$ cat config.mk
export PLATFORM = sky130hd
export DESIGN_NAME = nonce_sweep_ctrl
export DESIGN_NICKNAME = d
export VERILOG_FILES = /design/src/rtl/nonce_sweep_ctrl.sv
export SDC_FILE = /design/constraint.sdc
export NUM_CORES = 2
export LEC_CHECK = 0
export BUFFER_PORTS_ARGS = -buffer_cell sky130_fd_sc_hd__buf_2
export CAP_MARGIN = 10
export CORE_AREA = 2 2 657 659
export DETAILED_ROUTE_END_ITERATION = 10
export DIE_AREA = 0 0 659 661
export HOLD_SLACK_MARGIN = 0.05
export PLACE_DENSITY_LB_ADDON = 0.12
export SLEW_MARGIN = 20
export SYNTH_ARGS = -nofsm -noshare
export SYNTH_HDL_FRONTEND = slang
export SYNTH_SLANG_ARGS = --single-unit
$ cat constraint.sdc
create_clock -name clk -period 8.55 [get_ports clk]
set_clock_uncertainty 0.1 [all_clocks]
set_input_delay 0.855 -clock clk [delete_from_list [all_inputs] [get_ports clk]]
set_output_delay 0.855 -clock clk [all_outputs]
set_load 0.02 [all_outputs]
$ cat src/rtl/nonce_sweep_ctrl.sv
// nonce_sweep_ctrl: drives a SHA-256 core across a nonce range, loading the
// block with each nonce substituted, starting the core and testing each
// digest for the requested number of leading zero bits. Stops on the first
// match, at the end of the range, on abort, or (optionally) on a hang.
//
// Build option: define NONCE_SWEEP_TIMEOUT_EN to add a per-hash watchdog of
// TIMEOUT_CYCLES cycles spent waiting for core_done.
module nonce_sweep_ctrl #(
  parameter int unsigned NONCE_WORD     = 3,
  parameter int unsigned TIMEOUT_CYCLES = 1024
) (
  input  logic         clk,
  input  logic         reset_n,
  input  logic [511:0] block_in,
  input  logic [31:0]  nonce_lo,
  input  logic [31:0]  nonce_hi,
  input  logic [7:0]   zero_bits,
  input  logic         go,
  input  logic         abort,
  output logic         busy,
  output logic         found,
  output logic         exhausted,
  output logic         aborted,
  output logic         timeout,
  output logic [31:0]  found_nonce,
  output logic [255:0] found_hash,
  output logic [31:0]  hash_count,
  output logic [511:0] core_data,
  output logic         core_start,
  output logic         core_reset,
  input  logic [255:0] core_hash,
  input  logic         core_done
);

  localparam int unsigned BLK_W     = 512;
  localparam int unsigned HASH_W    = 256;
  localparam int unsigned NONCE_W   = 32;
  localparam int unsigned ZB_W      = 8;
  localparam int unsigned CNT_W     = 32;
  localparam int unsigned NONCE_LSB = NONCE_W * NONCE_WORD;

  // Reject configurations that would place the nonce outside the block
  if (NONCE_WORD > 15 || TIMEOUT_CYCLES == 0) begin : g_bad_cfg
    $error("nonce_sweep_ctrl: NONCE_WORD must be 0..15 and TIMEOUT_CYCLES nonzero");
  end

  typedef enum logic [2:0] {
    S_IDLE,
    S_LOAD,
    S_START,
    S_WAIT,
    S_CHECK,
    S_CLEAR,
    S_DONE
  } state_e;

  state_e              state_q;
  logic [BLK_W-1:0]    blk_q;
  logic [NONCE_W-1:0]  hi_q;
  logic [NONCE_W-1:0]  cur_nonce_q;
  logic [ZB_W-1:0]     zero_bits_q;
  logic                busy_q;
  logic                found_q;
  logic                exhausted_q;
  logic                aborted_q;
  logic [NONCE_W-1:0]  found_nonce_q;
  logic [HASH_W-1:0]   found_hash_q;
  logic [CNT_W-1:0]    hash_count_q;
  logic [BLK_W-1:0]    core_data_q;
  logic                core_start_q;
  logic                core_reset_q;

`ifdef NONCE_SWEEP_TIMEOUT_EN
  localparam int unsigned WD_W = $clog2(TIMEOUT_CYCLES + 1);
  logic [WD_W-1:0]     wd_q;
  logic                timeout_q;
`endif

  logic [HASH_W-1:0]   zero_mask;
  logic                hash_match;
  logic [BLK_W-1:0]    load_data;
  logic [CNT_W-1:0]    count_next;

  // Digest test, nonce substitution and saturating count
  always_comb begin
    zero_mask  = ~({HASH_W{1'b1}} >> zero_bits_q);
    hash_match = ((core_hash & zero_mask) == '0);
    load_data  = blk_q;
    load_data[NONCE_LSB +: NONCE_W] = cur_nonce_q;
    count_next = (hash_count_q == '1) ? hash_count_q : hash_count_q + CNT_W'(1);
  end

  // Sweep sequencer with registered status and core controls
  always_ff @(posedge clk) begin
    if (!reset_n) begin
      state_q       <= S_IDLE;
      blk_q         <= '0;
      hi_q          <= '0;
      cur_nonce_q   <= '0;
      zero_bits_q   <= '0;
      busy_q        <= 1'b0;
      found_q       <= 1'b0;
      exhausted_q   <= 1'b0;
      aborted_q     <= 1'b0;
      found_nonce_q <= '0;
      found_hash_q  <= '0;
      hash_count_q  <= '0;
      core_data_q   <= '0;
      core_start_q  <= 1'b0;
      core_reset_q  <= 1'b1;
`ifdef NONCE_SWEEP_TIMEOUT_EN
      wd_q          <= '0;
      timeout_q     <= 1'b0;
`endif
    end else begin
      core_start_q <= 1'b0;
      core_reset_q <= 1'b0;
      if (busy_q && abort) begin
        // Abort wins over any in-flight transition, including a CHECK
        state_q      <= S_DONE;
        busy_q       <= 1'b0;
        aborted_q    <= 1'b1;
        found_q      <= 1'b0;
        exhausted_q  <= 1'b0;
        core_reset_q <= 1'b1;
      end else begin
        unique case (state_q)
          S_IDLE, S_DONE: begin
            if (go) begin
              blk_q        <= block_in;
              hi_q         <= nonce_hi;
              zero_bits_q  <= zero_bits;
              cur_nonce_q  <= nonce_lo;
              found_q      <= 1'b0;
              aborted_q    <= 1'b0;
              hash_count_q <= '0;
`ifdef NONCE_SWEEP_TIMEOUT_EN
              timeout_q    <= 1'b0;
`endif
              if (nonce_lo > nonce_hi) begin
                state_q      <= S_DONE;
                exhausted_q  <= 1'b1;
                core_reset_q <= 1'b1;
              end else begin
                state_q     <= S_LOAD;
                exhausted_q <= 1'b0;
                busy_q      <= 1'b1;
              end
            end
          end
          S_LOAD: begin
            core_data_q  <= load_data;
            core_start_q <= 1'b1;
            state_q      <= S_START;
          end
          S_START: begin
            state_q <= S_WAIT;
`ifdef NONCE_SWEEP_TIMEOUT_EN
            wd_q    <= '0;
`endif
          end
          S_WAIT: begin
            if (core_done) begin
              state_q <= S_CHECK;
`ifdef NONCE_SWEEP_TIMEOUT_EN
            end else if (wd_q == WD_W'(TIMEOUT_CYCLES - 1)) begin
              state_q      <= S_DONE;
              busy_q       <= 1'b0;
              timeout_q    <= 1'b1;
              core_reset_q <= 1'b1;
            end else begin
              wd_q <= wd_q + WD_W'(1);
`endif
            end
          end
          S_CHECK: begin
            hash_count_q <= count_next;
            if (hash_match) begin
              found_q       <= 1'b1;
              found_nonce_q <= cur_nonce_q;
              found_hash_q  <= core_hash;
              state_q       <= S_DONE;
              busy_q        <= 1'b0;
              core_reset_q  <= 1'b1;
            end else if (cur_nonce_q == hi_q) begin
              exhausted_q  <= 1'b1;
              state_q      <= S_DONE;
              busy_q       <= 1'b0;
              core_reset_q <= 1'b1;
            end else begin
              cur_nonce_q  <= cur_nonce_q + NONCE_W'(1);
              state_q      <= S_CLEAR;
              core_reset_q <= 1'b1;
            end
          end
          S_CLEAR: begin
            state_q <= S_LOAD;
          end
          default: begin
            state_q <= S_IDLE;
            busy_q  <= 1'b0;
          end
        endcase
      end
    end
  end

  assign busy        = busy_q;
  assign found       = found_q;
  assign exhausted   = exhausted_q;
  assign aborted     = aborted_q;
  assign found_nonce = found_nonce_q;
  assign found_hash  = found_hash_q;
  assign hash_count  = hash_count_q;
  assign core_data   = core_data_q;
  assign core_start  = core_start_q;
  assign core_reset  = core_reset_q;
`ifdef NONCE_SWEEP_TIMEOUT_EN
  assign timeout     = timeout_q;
`else
  assign timeout     = 1'b0;
`endif

endmodule

==> impl_metrics.toml <==
[yosys]
synth_ff_type = "dfxtp_1"
synth_top_area_cell = "dfxtp_1"
yosysWarnings = 0
ys_ff_latch = 1393
synth.avg_cell_area_um2 = 7.85
synth_nets = 7873
postSynth.asyncResetShare_pct = 0
yosysTopAreaCellShare_pct = 50.8
synth-edff-count = 0
yosysSeqAreaShare_pct = 50.8
ys_top_cells_by_area = "dfxtp_1 (51%), nand2_1 (19%), a21oi_1 (10%)"
synth_cell_types = 81
synth_common_cells = "nand2_1 (2710), dfxtp_1 (1393), a21oi_1 (1134)"
synthCells = 6994
synth.most_common_cell = "nand2_1"
netlist_area_um2 = 54900

[sta]
setup_viol = 0
fin_crit_ns = 6.00
period_share_pct = 70.2
setup_tns_ns = 0
max_freq_mhz = 167
tightest_slew_ns = 1.42
hold_viol_final = 0
rsz0062_at_grt = "false"
slew_headroom_pct = 5.10
final_max_slew_viol_count = 0

[finish]
final_cell_count_no_fill = 14700
area_growth_pct = 45.1
nNetsFinal = 9684
drive_above_1_share_pct = 23.0

[critical_path]
crit_path_max_incr_delay_ns = 0.80
path_max_fanout = 83
path_class = "flip-flop to flip-flop"
slowest_stage = "nor4_2"
rrSetupSlack_ns = 2.55
path_buf_inv = 4
worstPathArrival_ns = 6.66
path_cells = "buf_4 > buf_4 > or4_1 > o21ai_0 > o2111ai_1 > nor4_1 > nand4_1 > nor4_2 > buf_4 > nand4_1 > nor2_4 > buf_12 > mux2i_1"
cpMostUsedCell = "buf_4"
crit_path_start_kind = "flip-flop"
critical_path_required_ns = 9.21
crit_family = "simple AND/OR/NAND/NOR gates"
cp-end-kind = "flip-flop"

[pwr]
p_clk_share_pct = 37.5
leakage_uw = 0.0316
seq_power_share_pct = 35.8
intPower_uw = 13600
switchingPower_uw = 8360
irDropWorstVdd_v = 0.000195
comb_power_share_pct = 26.7
power_density_nw_per_um2 = 275
switching_share_pct = 38.1

[grt]
antenna_found_initial = 201
met3_usage_pct = 5.39
use_met2_pct = 26.7
grt_pass1_wl_um = 501000
grt_remaining_overflow = 0
met1_usage_pct = 20.3
grt.total_usage_pct = 16.4
grt_max_degree = 191
first_global_vias = 56600
grt_busiest_layer = "met2"

[floorplanning]
ios = 1684
rows = 241
die-area_um2 = 436000
start_util_pct = 12.8
die_w_um = 659
die_height_um = 661
core_area_um2 = 429000

[place]
port_buffers = 1650
dp.cells = 13900
place_hpwl_um = 290000
gp_congestion = 0.888

[clock_network]
ctsLongestPathBuffers = 4
clock-sinks = 1393
htree_levels = 4
cts_tree = "done"
root_buffer = "clkbuf_16"
clk_latency_ns = 0.90
post_cts_buffers = 0
clk_pin_slew_worst_paths_ns = 0.06
hold_buffers = 431
numCtsBuffers = 192
cts_resized = 0

[routing]
postRouteAntennaNets = 0
wl_um = 376000
drt_iter0_drc = 3659
post-route-drc-count = 0
vias = 57900
drtPass1Iterations = 5
routed_via_density = 3.94
wire_per_inst_um = 25.5

[worst_hold_path]
min_path_type = "input pin to flip-flop"

[outcome]
outcome = "finished, final reports clean"

[flow_run]
maxCapViolations = 0
worst paths after layout:
kind / depth (start not counted) / endpoint / from
worst min register to register: 2 / core_data[372] / blk_q[372]
worst min-delay path: 3 / blk_q[382] / block_in[382]
worst max-delay path: 13 / found_hash[254] / zero_bits_q[6]
worst max register to register: 13 / found_hash[254] / zero_bits_q[6]
registers in the layout, indices dropped and copies added (netlist names):
name / count
found_nonce: 32
zero_bits_q: 8
core_reset: 1
exhausted: 1
hi_q: 32
state_q: 3
cur_nonce_q: 32
found_hash: 256
hash_count: 32
blk_q: 480
core_data: 512
busy: 1
aborted: 1
core_start: 1
found: 1
kinds of logic after synthesis:
kind of cell               Yosys count  synth area share, %
AOI/OAI and AO/OA                 1495                 15.0
other                                1              0.00683
xor gates and xnor gates            56                0.894
and+or+nand+nor                   3113                 22.7
adders and majority gates           37                0.830
buffers and inverters              623                 4.69
muxes                              276                 5.03
DFF                               1393                 50.8
tightest hold or removal path, delay by kind of cell:
| kind | cells | cell delay [ns] |
|---|---|---|
| and+or+nand+nor | 1 | 0.09 |
| AOI/OAI and AO/OA | 1 | 0.07 |
| buffers and inverters | 1 | 0.10 |
cell type report:
class,instances,area (um^2)
fill,49000,349000
antenna,48,120
timing repair buffer,2165,13500
multi-input combinational,4978,24500
sequential,1393,27900
clock inverter,45,537
inverter,75,289
tap,5710,7140
clock buffer,294,5720
per-stage QoR:
| step | total power, uW | hold WS, ns | area [um^2] | worst slack [ns] | util [%] |
|---|---|---|---|---|---|
| after floorplan | 10900 | 0.332 | 54900 | 4.70 | - |
| after global placement | 13800 | 0.335 | 68900 | 2.58 | 16.1 |
| after detailed placement | 13800 | 0.342 | 69000 | 2.68 | 16.1 |
| after CTS | 22400 | 0.0510 | 79500 | 2.63 | 18.5 |
| after global routing | 23100 | 0.0974 | 79600 | 2.29 | 18.6 |
| final | 21900 | 0.161 | 79700 | 2.55 | 18.6 |
power by group through the flow:
stage,registers (uW),clock network [uW],logic [uW]
6_report,7850,8220,5850
5_1_grt,7950,8790,6370
4_1_cts,7860,8590,6000
3_5_place_dp,8000,0,5790
3_3_place_gp,7980,0,5800
2_1_floorplan,7930,0,2970
cells in the final DEF, fill, tap and decap left out, types with 9 or more instances in the layout:
| master | n |
|---|---|
| and4_1 | 11 |
| o211ai_1 | 19 |
| nand4_1 | 45 |
| o2111ai_1 | 9 |
| buf_2 | 1649 |
| a22oi_1 | 15 |
| and2_1 | 11 |
| ha_1 | 34 |
| o31ai_1 | 9 |
| xnor2_1 | 16 |
| a21oi_1 | 1134 |
| clkbuf_8 | 45 |
| and3_1 | 58 |
| buf_12 | 19 |
| nor3_1 | 32 |
| a21o_1 | 25 |
| or2_2 | 9 |
| or3_1 | 32 |
| nor4_1 | 37 |
| clkinv_2 | 24 |
| mux2i_1 | 276 |
| dlygate4sd3_1 | 431 |
| a32oi_1 | 12 |
| nand3_1 | 60 |
| clkbuf_16 | 196 |
| o21a_1 | 15 |
| o21ai_0 | 114 |
| diode_2 | 48 |
| nor2_1 | 73 |
| nand2_1 | 2707 |
| a31oi_1 | 11 |
| xor2_1 | 40 |
| clkbuf_1 | 53 |
| inv_1 | 72 |
| dfxtp_1 | 1389 |
| o22ai_1 | 30 |
| buf_4 | 64 |
| or4_1 | 10 |
routing by layer:
metal | up-vias | share of wire (%)
li1 | 26900 | -
met1 | 28300 | 42
met2 | 2009 | 46
met3 | 657 | 8.4
met4 | 76 | 3.6
met5 | - | 0.12
Power figures use the tool's default switching activity.
